===== config.mk =====
export PLATFORM = sky130hd
export DESIGN_NAME = fifo_port_scheduler
export DESIGN_NICKNAME = d
export VERILOG_FILES = /design/src/rtl/fifo_port_scheduler.sv
export SDC_FILE = /design/constraint.sdc
export NUM_CORES = 1
export LEC_CHECK = 0
export CORE_MARGIN = 2
export CORE_UTILIZATION = 32
export CTS_CLUSTER_SIZE = 10
export DETAILED_ROUTE_END_ITERATION = 6
export HOLD_SLACK_MARGIN = 0.05
export PLACE_DENSITY = 0.92
export SYNTH_ARGS = -nofsm -noshare
export SYNTH_HDL_FRONTEND = slang
export SYNTH_SLANG_ARGS = --single-unit

===== constraint.sdc =====
create_clock -name clk -period 7 [get_ports clk]
set_input_delay 1.4 -clock clk [delete_from_list [all_inputs] [get_ports clk]]
set_output_delay 1.4 -clock clk [all_outputs]
set_load 0.01 [all_outputs]

===== src/rtl/fifo_port_scheduler.sv =====
`default_nettype none
// ============================================================================
//  Module   : fifo_port_scheduler
//  Purpose  : Shares the single write port of a 16x8 synchronous FIFO among
//             NUM_WR producers (round-robin) and its read port with one
//             consumer. It never issues we and re together; read/write
//             conflicts are settled by an alternating turn bit.
//  Options  : FIFO_SCHED_RD_PRIO_EN -- when defined, a read always wins a
//             conflict and the turn bit stays at 0.
//  Revision : 1.0 - initial release
// ============================================================================
module fifo_port_scheduler #(
  parameter int NUM_WR     = 4,
  parameter int FIFO_WIDTH = 8
) (
  input  logic                         clk,
  input  logic                         rst,
  input  logic [NUM_WR-1:0]            wr_req,
  input  logic [NUM_WR*FIFO_WIDTH-1:0] wr_data,
  output logic [NUM_WR-1:0]            wr_ack,
  input  logic                         rd_req,
  output logic                         rd_ack,
  output logic                         rd_valid,
  output logic [FIFO_WIDTH-1:0]        rd_data,
  output logic                         fifo_we,
  output logic                         fifo_re,
  output logic [FIFO_WIDTH-1:0]        fifo_din,
  input  logic                         fifo_full,
  input  logic                         fifo_empty,
  input  logic [FIFO_WIDTH-1:0]        fifo_dout
);

  localparam int               PTR_W    = $clog2(NUM_WR);
  localparam logic [PTR_W-1:0] LAST_IDX = PTR_W'(NUM_WR - 1);
  localparam logic [PTR_W:0]   NUM_WR_X = (PTR_W + 1)'(NUM_WR);

  // Registered state
  logic [PTR_W-1:0] rr_ptr;
  logic             turn;
  logic             rd_valid_q;

  // Decision signals
  logic             wr_elig;
  logic             rd_elig;
  logic             conflict;
  logic             do_write;
  logic             do_read;
  logic             grant_found;
  logic [PTR_W-1:0] grant_idx;
  logic [PTR_W:0]   cand;
  logic [PTR_W-1:0] rr_next;

  // Eligibility; reset masks every request so all issue outputs stay low
  always_comb begin
    wr_elig  = (|wr_req) && !fifo_full  && !rst;
    rd_elig  = rd_req    && !fifo_empty && !rst;
    conflict = wr_elig && rd_elig;
  end

  // Round-robin scan starting at rr_ptr; first requester found wins
  always_comb begin
    grant_found = 1'b0;
    grant_idx   = '0;
    cand        = '0;
    for (int k = 0; k < NUM_WR; k++) begin
      cand = {1'b0, rr_ptr} + (PTR_W + 1)'(k);
      if (cand >= NUM_WR_X) begin
        cand = cand - NUM_WR_X;
      end
      if (!grant_found && wr_req[cand[PTR_W-1:0]]) begin
        grant_found = 1'b1;
        grant_idx   = cand[PTR_W-1:0];
      end
    end
  end

  // Conflict resolution: only one of write/read is issued per cycle
  always_comb begin
`ifdef FIFO_SCHED_RD_PRIO_EN
    do_write = wr_elig && !rd_elig;
`else
    do_write = wr_elig && (!rd_elig || !turn);
`endif
    do_read  = rd_elig && !do_write;
  end

  // Pointer advances to the slot after the granted producer, with wrap
  always_comb begin
    rr_next = (grant_idx == LAST_IDX) ? '0 : grant_idx + 1'b1;
  end

  // Write-side outputs: one-hot ack and the granted producer's data
  always_comb begin
    wr_ack   = '0;
    fifo_din = '0;
    for (int k = 0; k < NUM_WR; k++) begin
      if (do_write && (grant_idx == PTR_W'(k))) begin
        wr_ack[k] = 1'b1;
        fifo_din  = wr_data[k*FIFO_WIDTH +: FIFO_WIDTH];
      end
    end
  end

  // Issue strobes and read return path
  always_comb begin
    fifo_we  = do_write;
    fifo_re  = do_read;
    rd_ack   = do_read;
    rd_valid = rd_valid_q;
    rd_data  = rd_valid_q ? fifo_dout : '0;
  end

  // State update: pointer on writes, turn on conflicts, read-valid pipeline
  always_ff @(posedge clk) begin
    if (rst) begin
      rr_ptr     <= '0;
      turn       <= 1'b0;
      rd_valid_q <= 1'b0;
    end else begin
      rd_valid_q <= do_read;
      if (do_write) begin
        rr_ptr <= rr_next;
      end
`ifdef FIFO_SCHED_RD_PRIO_EN
      turn <= 1'b0;
`else
      if (conflict) begin
        turn <= ~turn;
      end
`endif
    end
  end

endmodule
`default_nettype wire


==> Word-level counts from Yosys, hierarchy flattened <==
Index checks and enable logic that the tools add are counted.
{ "op_classes": {"eq_ne": 3, "n_lt_le_gt_ge": 8, "n_bitwise": 1, "reduce_logical": 26, "add_sub_neg": 8, "mux": 29} }
{ "ops": {"columns": ["op", "count"], "rows": [
  ["$mux 8", 5],
  ["$mux 2", 9],
  ["$logic_and 1x1->1", 14],
  ["$lt 2x3->1 const B", 4],
  ["$mux 1", 11],
  ["$ge 3x3->1 const B", 3],
  ["$logic_not 1->1", 9],
  ["$bmux 1 s2", 4],
  ["$sub 2x1->2 const B", 4],
  ["$add 2x2->3 const B", 2],
  ["$eq 2x2->1 const B", 2],
  ["$reduce_or 4->1", 1],
  ["$add 2x1->3 const B", 1],
  ["$ge 2x3->1 const B", 1],
  ["$add 2x1->2 const B", 1],
  ["$eq 2x1->1 const B", 1],
  ["$logic_not 2->1", 1],
  ["$logic_or 1x1->1", 1],
  ["$not 1->1", 1]
]} }
{ "totals": {"input_bits": 49, "word_cells": 78, "reg_bits": 4, "output_inout_bits": 24} }

==> Longest topological paths before layout <==
Gate-level depths: netlist (run 1).
{ "logic_depth": {"ltp_word": 20, "depth_mapped": 8, "mapped_depth_nobuf": 7} }

==> Worst setup path after synthesis (run 1) <==
Ideal clock, no wire load.
{ "synth_timing": {"kind": "in2out", "start": "in wr_req[0]", "end": "out fifo_din[0]", "path_buffers": 2, "arrival_ns": 3.256, "path_slack_ns": 2.344, "required_ns": 5.600, "cell_stages": 8, "path_cell_list": "nor2b_1 -> a2111oi_1 -> or2_2 -> ha_1 -> clkbuf_1 -> clkbuf_1 -> a32oi_1 -> a21oi_1"} }
{ "synth_between": {"elab_chain_len": 18, "word_cells_on_any_way": 37, "cone_classes": "eq/ne: 3; mux: 19; reduce/logical: 15"} }
{ "synth_rtl": {"columns": ["element", "line_no", "text"], "rows": [
  ["start: declaration", "18", "input logic [NUM_WR-1:0] wr_req,"],
  ["$bmux 1 s2", "70", "if (!grant_found && wr_req[cand[PTR_W-1:0]]) begin"],
  ["$mux 1 (implied by the code)", "70", null],
  ["$mux 1", "70", null],
  ["$logic_not 1->1", "70", null],
  ["$logic_and 1x1->1", "70", null],
  ["$mux 1", "70", null],
  ["$logic_not 1->1", "70", null],
  ["$logic_and 1x1->1", "70", null],
  ["$mux 1", "70", null],
  ["$logic_not 1->1", "70", null],
  ["$logic_and 1x1->1", "70", null],
  ["$mux 2", "70", null],
  ["$logic_not 2->1", "97", "if (do_write && (grant_idx == PTR_W'(k))) begin"],
  ["$logic_and 1x1->1", "97", null],
  ["$mux 8 (3 in a row)", "97", null],
  ["$mux 8 *", "97", null],
  ["end: declaration", "27", "output logic [FIFO_WIDTH-1:0] fifo_din,"]
]} }
Every way passes the cells marked *; elsewhere a longest branch is shown, timed or not. The select of a mux whose other input is x is not followed.

==> Final worst setup path (run 1) <==
{ "layout_timing": {"start": "in wr_req[0]", "end": "out fifo_din[1]"} }
Same word-level chain as after synthesis.

==> impl_metrics.env, run 1 <==
export IMPL_synth_seq_cells=4
export IMPL_hold_ws_ns=0.516
export IMPL_yosysWarningCount=0
export IMPL_post_dp_cell_area_sq_um=1490
export IMPL_fin_area_sq_um=1510
export IMPL_synth_area_top_cells="dfxtp_1 (10%), and2_1 (9.8%), a32oi_1 (9.1%), a21o_1 (7.8%), nand3b_1 (7.8%)"
export IMPL_rsz0062_at_grt="false"
export IMPL_fin_skew_ns=0.00121
export IMPL_yosys_area_top_type="dfxtp_1"
export IMPL_dr_pass1_iters=6
export IMPL_vias=1088
export IMPL_critPathKind="input pin to primary output"
export IMPL_clock_path_buffers=2
export IMPL_setup_slack_ns=1.01
export IMPL_die_w_um=53.0
export IMPL_fp_dieH_um=53.0
export IMPL_maxSlewHeadroom_pct=56.0
export IMPL_outcome="finished clean"
export IMPL_antenna_found_initial=0
export IMPL_routed_wl_um=2830
export IMPL_cts_buffers=3
export IMPL_wl_per_cell_um=14.0
export IMPL_n_antenna_cell=0
export IMPL_die_area_sq_um=2800
export IMPL_total_power_mw=0.162
export IMPL_arrival_ns=4.59
export IMPL_final_nets=230
export IMPL_yosysSeqAreaShare_pct=10.4
export IMPL_gr_usage_all_layers_pct=20.9
export IMPL_drtIter0Drc=11
export IMPL_setup_viol=0
export IMPL_via_per_inst=5.36
export IMPL_crit_path_start_kind="input pin"
export IMPL_start_util_pct=34.3
export IMPL_grt_first_pass_wirelength_um=4270
export IMPL_timing_fmax_mhz=167
export IMPL_end_kind="primary output"
export IMPL_min_period_over_period_pct=85.5
export IMPL_syn_num_nets=160
export IMPL_gp_congestion=0.726
export IMPL_overflow=0
export IMPL_drc_errors=0
export IMPL_cellLeakagePower_nw=0.547
export IMPL_area_growth_pct=96.6
export IMPL_ant_nets=0
export IMPL_synth_area_sq_um=767
export IMPL_cts_setup_buffers=0
export IMPL_ctsResizeCount=0
export IMPL_hpwl_um=2330
export IMPL_clk_latency_ns=0.24
export IMPL_pin_count=73
export IMPL_avgSynthCellArea_sq_um=7.17
export IMPL_tightest_slew_ns=0.660
export IMPL_hold_path_class="flop to flop"
export IMPL_crit_fanout=18
export IMPL_max_cap_violations=0
export IMPL_yosysTopAreaCellShare_pct=10.4
export IMPL_root_buffer="clkbuf_4"
export IMPL_powerDensity_nw_per_um2=107
export IMPL_htreeDepth=1
export IMPL_yosysUniqueCellTypes=33
export IMPL_timing_final_hold_violations=0
export IMPL_row_count=17
export IMPL_layout_drive_gt1_share_pct=5.14
export IMPL_worstPathRequired_ns=5.60
export IMPL_ir_worst_vdd_mv=0.0688
export IMPL_drv_slew=0
export IMPL_hold_buffers=0
export IMPL_clk_pin_slew_ns=0.04
export IMPL_fin_util_pct=67.5
export IMPL_synthCells=107
export IMPL_min_period_ns=5.99
export IMPL_pre_cts_slack_ns=1.08
export IMPL_core_sq_um=2230
export IMPL_port_buffers=72
export IMPL_dp_cells=200
export IMPL_clock_sinks=4
export IMPL_grt_max_degree=26
export IMPL_stdcell_count=203
export IMPL_setup_tns_ns=0
export IMPL_grt_pass1_vias=1065
export IMPL_cts_tree="yes"
## synth_stat cells (all sizes together)
| master | number |
|---|---|
| nor2b | 1 |
| ha | 4 |
| or2 | 1 |
| o22a | 1 |
| a21o | 8 |
| nor3 | 2 |
| nand2b | 9 |
| clkbuf | 5 |
| a221oi | 1 |
| o21ai | 2 |
| o31ai | 2 |
| nand2 | 8 |
| dfxtp | 4 |
| a21oi | 10 |
| and2 | 12 |
| o21a | 1 |
| and3b | 1 |
| inv | 6 |
| a2111oi | 1 |
| or4 | 2 |
| nor2 | 3 |
| o311ai | 2 |
| buf | 2 |
| nor3b | 1 |
| nand3b | 8 |
| a32oi | 8 |
| o22ai | 1 |
| nor4 | 1 |
## sequential cells by signal, indices dropped and copies added, names as in the netlist
register and cells:
rd_valid 1, rr_ptr 2, turn 1
## layout by cell type (no fill, tap or decap)
cell / instances
a21o_1: 8
o21a_1: 1
inv_2: 1
a2111oi_1: 1
nor3b_2: 1
nand2b_1: 9
dfxtp_1: 4
clkbuf_4: 3
nor2b_1: 1
nor3_1: 2
o311ai_0: 2
clkdlybuf4s50_1: 72
nor4_2: 1
a21oi_1: 10
inv_1: 5
a32oi_1: 8
or2_2: 1
a221oi_1: 1
and3b_1: 1
o21ai_1: 1
nand2_1: 8
or4_4: 1
o21ai_0: 1
or4_1: 1
nor2_1: 3
o22ai_1: 1
and2_1: 12
o31ai_1: 1
ha_1: 4
o31ai_2: 1
nand3b_1: 8
o22a_1: 1
## critical path, cell delays in order
cell             delay [ns]
clkdlybuf4s50_1        0.54
nor2b_1                0.21
a2111oi_1              0.11
or2_2                  0.33
ha_1                   0.43
nor3b_2                0.61
a32oi_1                0.20
a21oi_1                0.20
clkdlybuf4s50_1        0.56
## power by group
part	internal [mW]	switching [mW]	leakage (nW)
Clock	0.0193	0.0105	0.0138
Combinational	0.0605	0.0443	0.500
Sequential	0.0248	0.00241	0.0329
Total	0.105	0.0572	0.547
## layout make-up
cell class	count	area, sq um
fill	197	726
timing repair buffer	72	721
multi-input combinational	90	627
inverter	6	22.5
clock buffer	3	22.5
tap	28	35.0
sequential	4	80.1
## cells by family after synthesis
logic type / count (synthesis) / synth area share (%)
simple gates: 49 / 40.1
buf+inv: 13 / 7.83
compound gates: 37 / 35.1
flops: 4 / 10.4
fa+ha+maj: 4 / 6.53
## layer usage
layer / up-vias / global-route usage (%) / routed length [um]
met1: 490 / 19.4 / 1010
met5: - / 0 / 0
met2: 60 / 40.8 / 1510
li1: 532 / - / -
met4: 0 / 12.8 / 46
met3: 6 / 4.24 / 273
## worst paths after layout
| path | from | to | cells after the start | slack (ns) |
|---|---|---|---|---|
| setup / recovery | wr_req[0] | fifo_din[1] | 9 | 1.01 |
| hold / removal | turn$_SDFFE_PP0P_ | turn$_SDFFE_PP0P_ | 2 | 0.52 |
| setup reg to reg | rr_ptr[0]$_SDFFE_PP0P_ | rr_ptr[1]$_SDFFE_PP0P_ | 6 | 5.30 |
| hold reg to reg | turn$_SDFFE_PP0P_ | turn$_SDFFE_PP0P_ | 2 | 0.52 |
Note: power is estimated with default switching activity, not from simulation.
==> run 2, diff against run 1 <==
Settings changed: ABC_CLOCK_PERIOD_IN_PS set to 7000.
==> results of run 2 <==
No change in the layout: final DEF, timing and power equal those of run 1.
==> run 3, diff against run 2 <==
Settings changed: ABC_CLOCK_PERIOD_IN_PS 7000 to 5000, CORE_UTILIZATION 32 to 27, PLACE_DENSITY 0.92 to 0.83.
Clock period 7 ns to 5 ns, I/O delays scaled along.
==> run 3 against run 2 <==
Core utilization down 11 points. Total power increased by 45%. Global-route usage shrank 3.6 points. Clock skew is essentially flat. Non-clock buffer count grew 5. Critical path type unchanged. Critical endpoint is now fifo_din[2].
==> impl_metrics.env, run 3 (synthesis results as in run 1) <==
export IMPL_max_cap_violations=0
export IMPL_end_kind="primary output"
export IMPL_root_buffer="clkbuf_4"
export IMPL_tightest_slew_ns=0.482
export IMPL_port_buffers=72
export IMPL_final_cell_mix="clkdlybuf4s50_1 (72), and2_1 (12), a21oi_1 (10)"
export IMPL_start_util_pct=28.1
export IMPL_hold_buffers=0
export IMPL_largest_reg_flops=2
export IMPL_cellLeakagePower_nw=0.571
export IMPL_grt_pass1_vias=1044
export IMPL_fp_dieH_um=57.3
export IMPL_grt_busiest_layer="met2"
export IMPL_pin_count=73
export IMPL_critPathKind="input pin to primary output"
export IMPL_grt_first_pass_wirelength_um=4660
export IMPL_use_met1_pct=19.7
export IMPL_cts_buffers=3
export IMPL_wl_per_cell_um=13.5
export IMPL_stdcell_count=211
export IMPL_r2r_start="rr_ptr[1]$_SDFFE_PP0P_"
export IMPL_timing_rr_end="rr_ptr[1]$_SDFFE_PP0P_"
export IMPL_cpPeakStageDelay_ns=0.57
export IMPL_gr_usage_all_layers_pct=17.3
export IMPL_r2r_slack_ns=3.39
export IMPL_drtIter0Drc=23
export IMPL_arrival_ns=3.78
export IMPL_overflow=0
export IMPL_timing_final_hold_violations=0
export IMPL_crit_end="fifo_din[2]"
export IMPL_antenna_found_initial=0
export IMPL_layout_drive_gt1_share_pct=8.33
export IMPL_crit_cells=11
export IMPL_crit_slowest_cell="clkdlybuf4s50_1"
export IMPL_grt_max_degree=26
export IMPL_hpwl_um=2310
export IMPL_htreeDepth=1
export IMPL_setup_viol=0
export IMPL_path_cells="clkdlybuf4s50_1, nor2_1, a2111oi_1, buf_4, or2_2, ha_1, buf_4, nand3b_1, a21o_1, a21oi_1, clkdlybuf4s50_1"
export IMPL_die_w_um=57.3
export IMPL_fillerInstances=270
export IMPL_regArea_sq_um=80.1
export IMPL_grtUsageMet3_pct=3.40
export IMPL_powerDensity_nw_per_um2=151
export IMPL_ctsResizeCount=0
export IMPL_crit_fanout=8
export IMPL_path_delay_family="buffers and inverters"
export IMPL_area_growth_pct=102
export IMPL_mostFrequentLayoutCell="clkdlybuf4s50_1"
export IMPL_drv_slew=0
export IMPL_via_per_inst=5.17
export IMPL_timing_fmax_mhz=209
export IMPL_core_sq_um=2730
export IMPL_multiInputGateArea_sq_um=629
export IMPL_rsz0062_at_grt="false"
export IMPL_cts_tree="yes"
export IMPL_maxSlewHeadroom_pct=67.6
export IMPL_crit_path_start_kind="input pin"
export IMPL_gp_congestion=0.712
export IMPL_row_count=19
export IMPL_hold_path_class="flop to flop"
export IMPL_final_nets=235
export IMPL_cp_num_buf_inv=4
export IMPL_clock_sinks=4
export IMPL_dp_cells=208
export IMPL_hold_ws_ns=0.491
export IMPL_outcome="finished clean"
export IMPL_hold_depth=2
export IMPL_clock_path_buffers=2
export IMPL_ir_worst_vdd_mv=0.0958
export IMPL_setup_tns_ns=0
export IMPL_die_area_sq_um=3280
export IMPL_largest_register="rr_ptr"
export IMPL_clk_pin_slew_ns=0.04
export IMPL_n_antenna_cell=0
export IMPL_clk_latency_ns=0.24
export IMPL_worstPathRequired_ns=4.00
export IMPL_ant_nets=0
export IMPL_routed_wl_um=2840
export IMPL_fin_skew_ns=0.00148
export IMPL_min_period_ns=4.78
export IMPL_reg2reg_depth=7
export IMPL_crit_start="wr_req[1]"
export IMPL_drc_errors=0
export IMPL_met2_usage_pct=33.5
export IMPL_vias=1090
export IMPL_dr_pass1_iters=4
export IMPL_cts_setup_buffers=0
export IMPL_min_period_over_period_pct=95.6
run 3: changes by cell type in the layout (fill, tap and decap cells not counted), sizes merged:
cell and delta:
buf +5
run 3: cell type report:
type | count | share of cell area [%]
timing repair buffer | 77 | 48.9
multi-input combinational | 90 | 40.6
sequential | 4 | 5.16
tap | 31 | 2.50
clock buffer | 3 | 1.45
inverter | 6 | 1.45
run 3: stage by stage:
| step | instance area (sq um) | power [mW] | worst slack, ns | util (%) |
|---|---|---|---|---|
| 2_1_floorplan | 767 | 0.112 | 1.14 | - |
| 3_3_place_gp | 1530 | 0.188 | 0.193 | 55.8 |
| 3_5_place_dp | 1530 | 0.193 | 0.147 | 55.8 |
| 4_1_cts | 1550 | 0.235 | 0.137 | 56.7 |
| 5_1_grt | 1550 | 0.253 | 0.0720 | 56.8 |
| 6_report | 1550 | 0.234 | 0.219 | 56.8 |
run 3: worst register-to-register path, delay by kind of cell (launching register included):
family,cells,cell delay [ns]
buffers and inverters,2,0.24
adders and majority gates,1,0.23
AOI/OAI and AO/OA,3,0.49
DFF,1,0.42
and+or+nand+nor,1,0.11
run 3: where the power goes:
group	switching, mW	total, mW	leakage (nW)	internal (mW)
registers	0.00310	0.0379	0.0329	0.0348
clock network	0.0137	0.0406	0.0138	0.0269
logic	0.0640	0.155	0.524	0.0914
total	0.0809	0.234	0.571	0.153
run 3: per-layer routing:
layer,vias up,share of wire (%)
li1,543,-
met5,-,0
met2,45,53
met1,500,39
met4,0,0.39
met3,2,7.2
run 3: worst min path at each step:
stage | startpoint | endpoint
2_1_floorplan | turn$_SDFFE_PP0P_ | turn$_SDFFE_PP0P_
5_1_grt | turn$_SDFFE_PP0P_ | turn$_SDFFE_PP0P_
6_report | turn$_SDFFE_PP0P_ | turn$_SDFFE_PP0P_
3_5_place_dp | turn$_SDFFE_PP0P_ | turn$_SDFFE_PP0P_
4_1_cts | turn$_SDFFE_PP0P_ | turn$_SDFFE_PP0P_
3_3_place_gp | turn$_SDFFE_PP0P_ | turn$_SDFFE_PP0P_
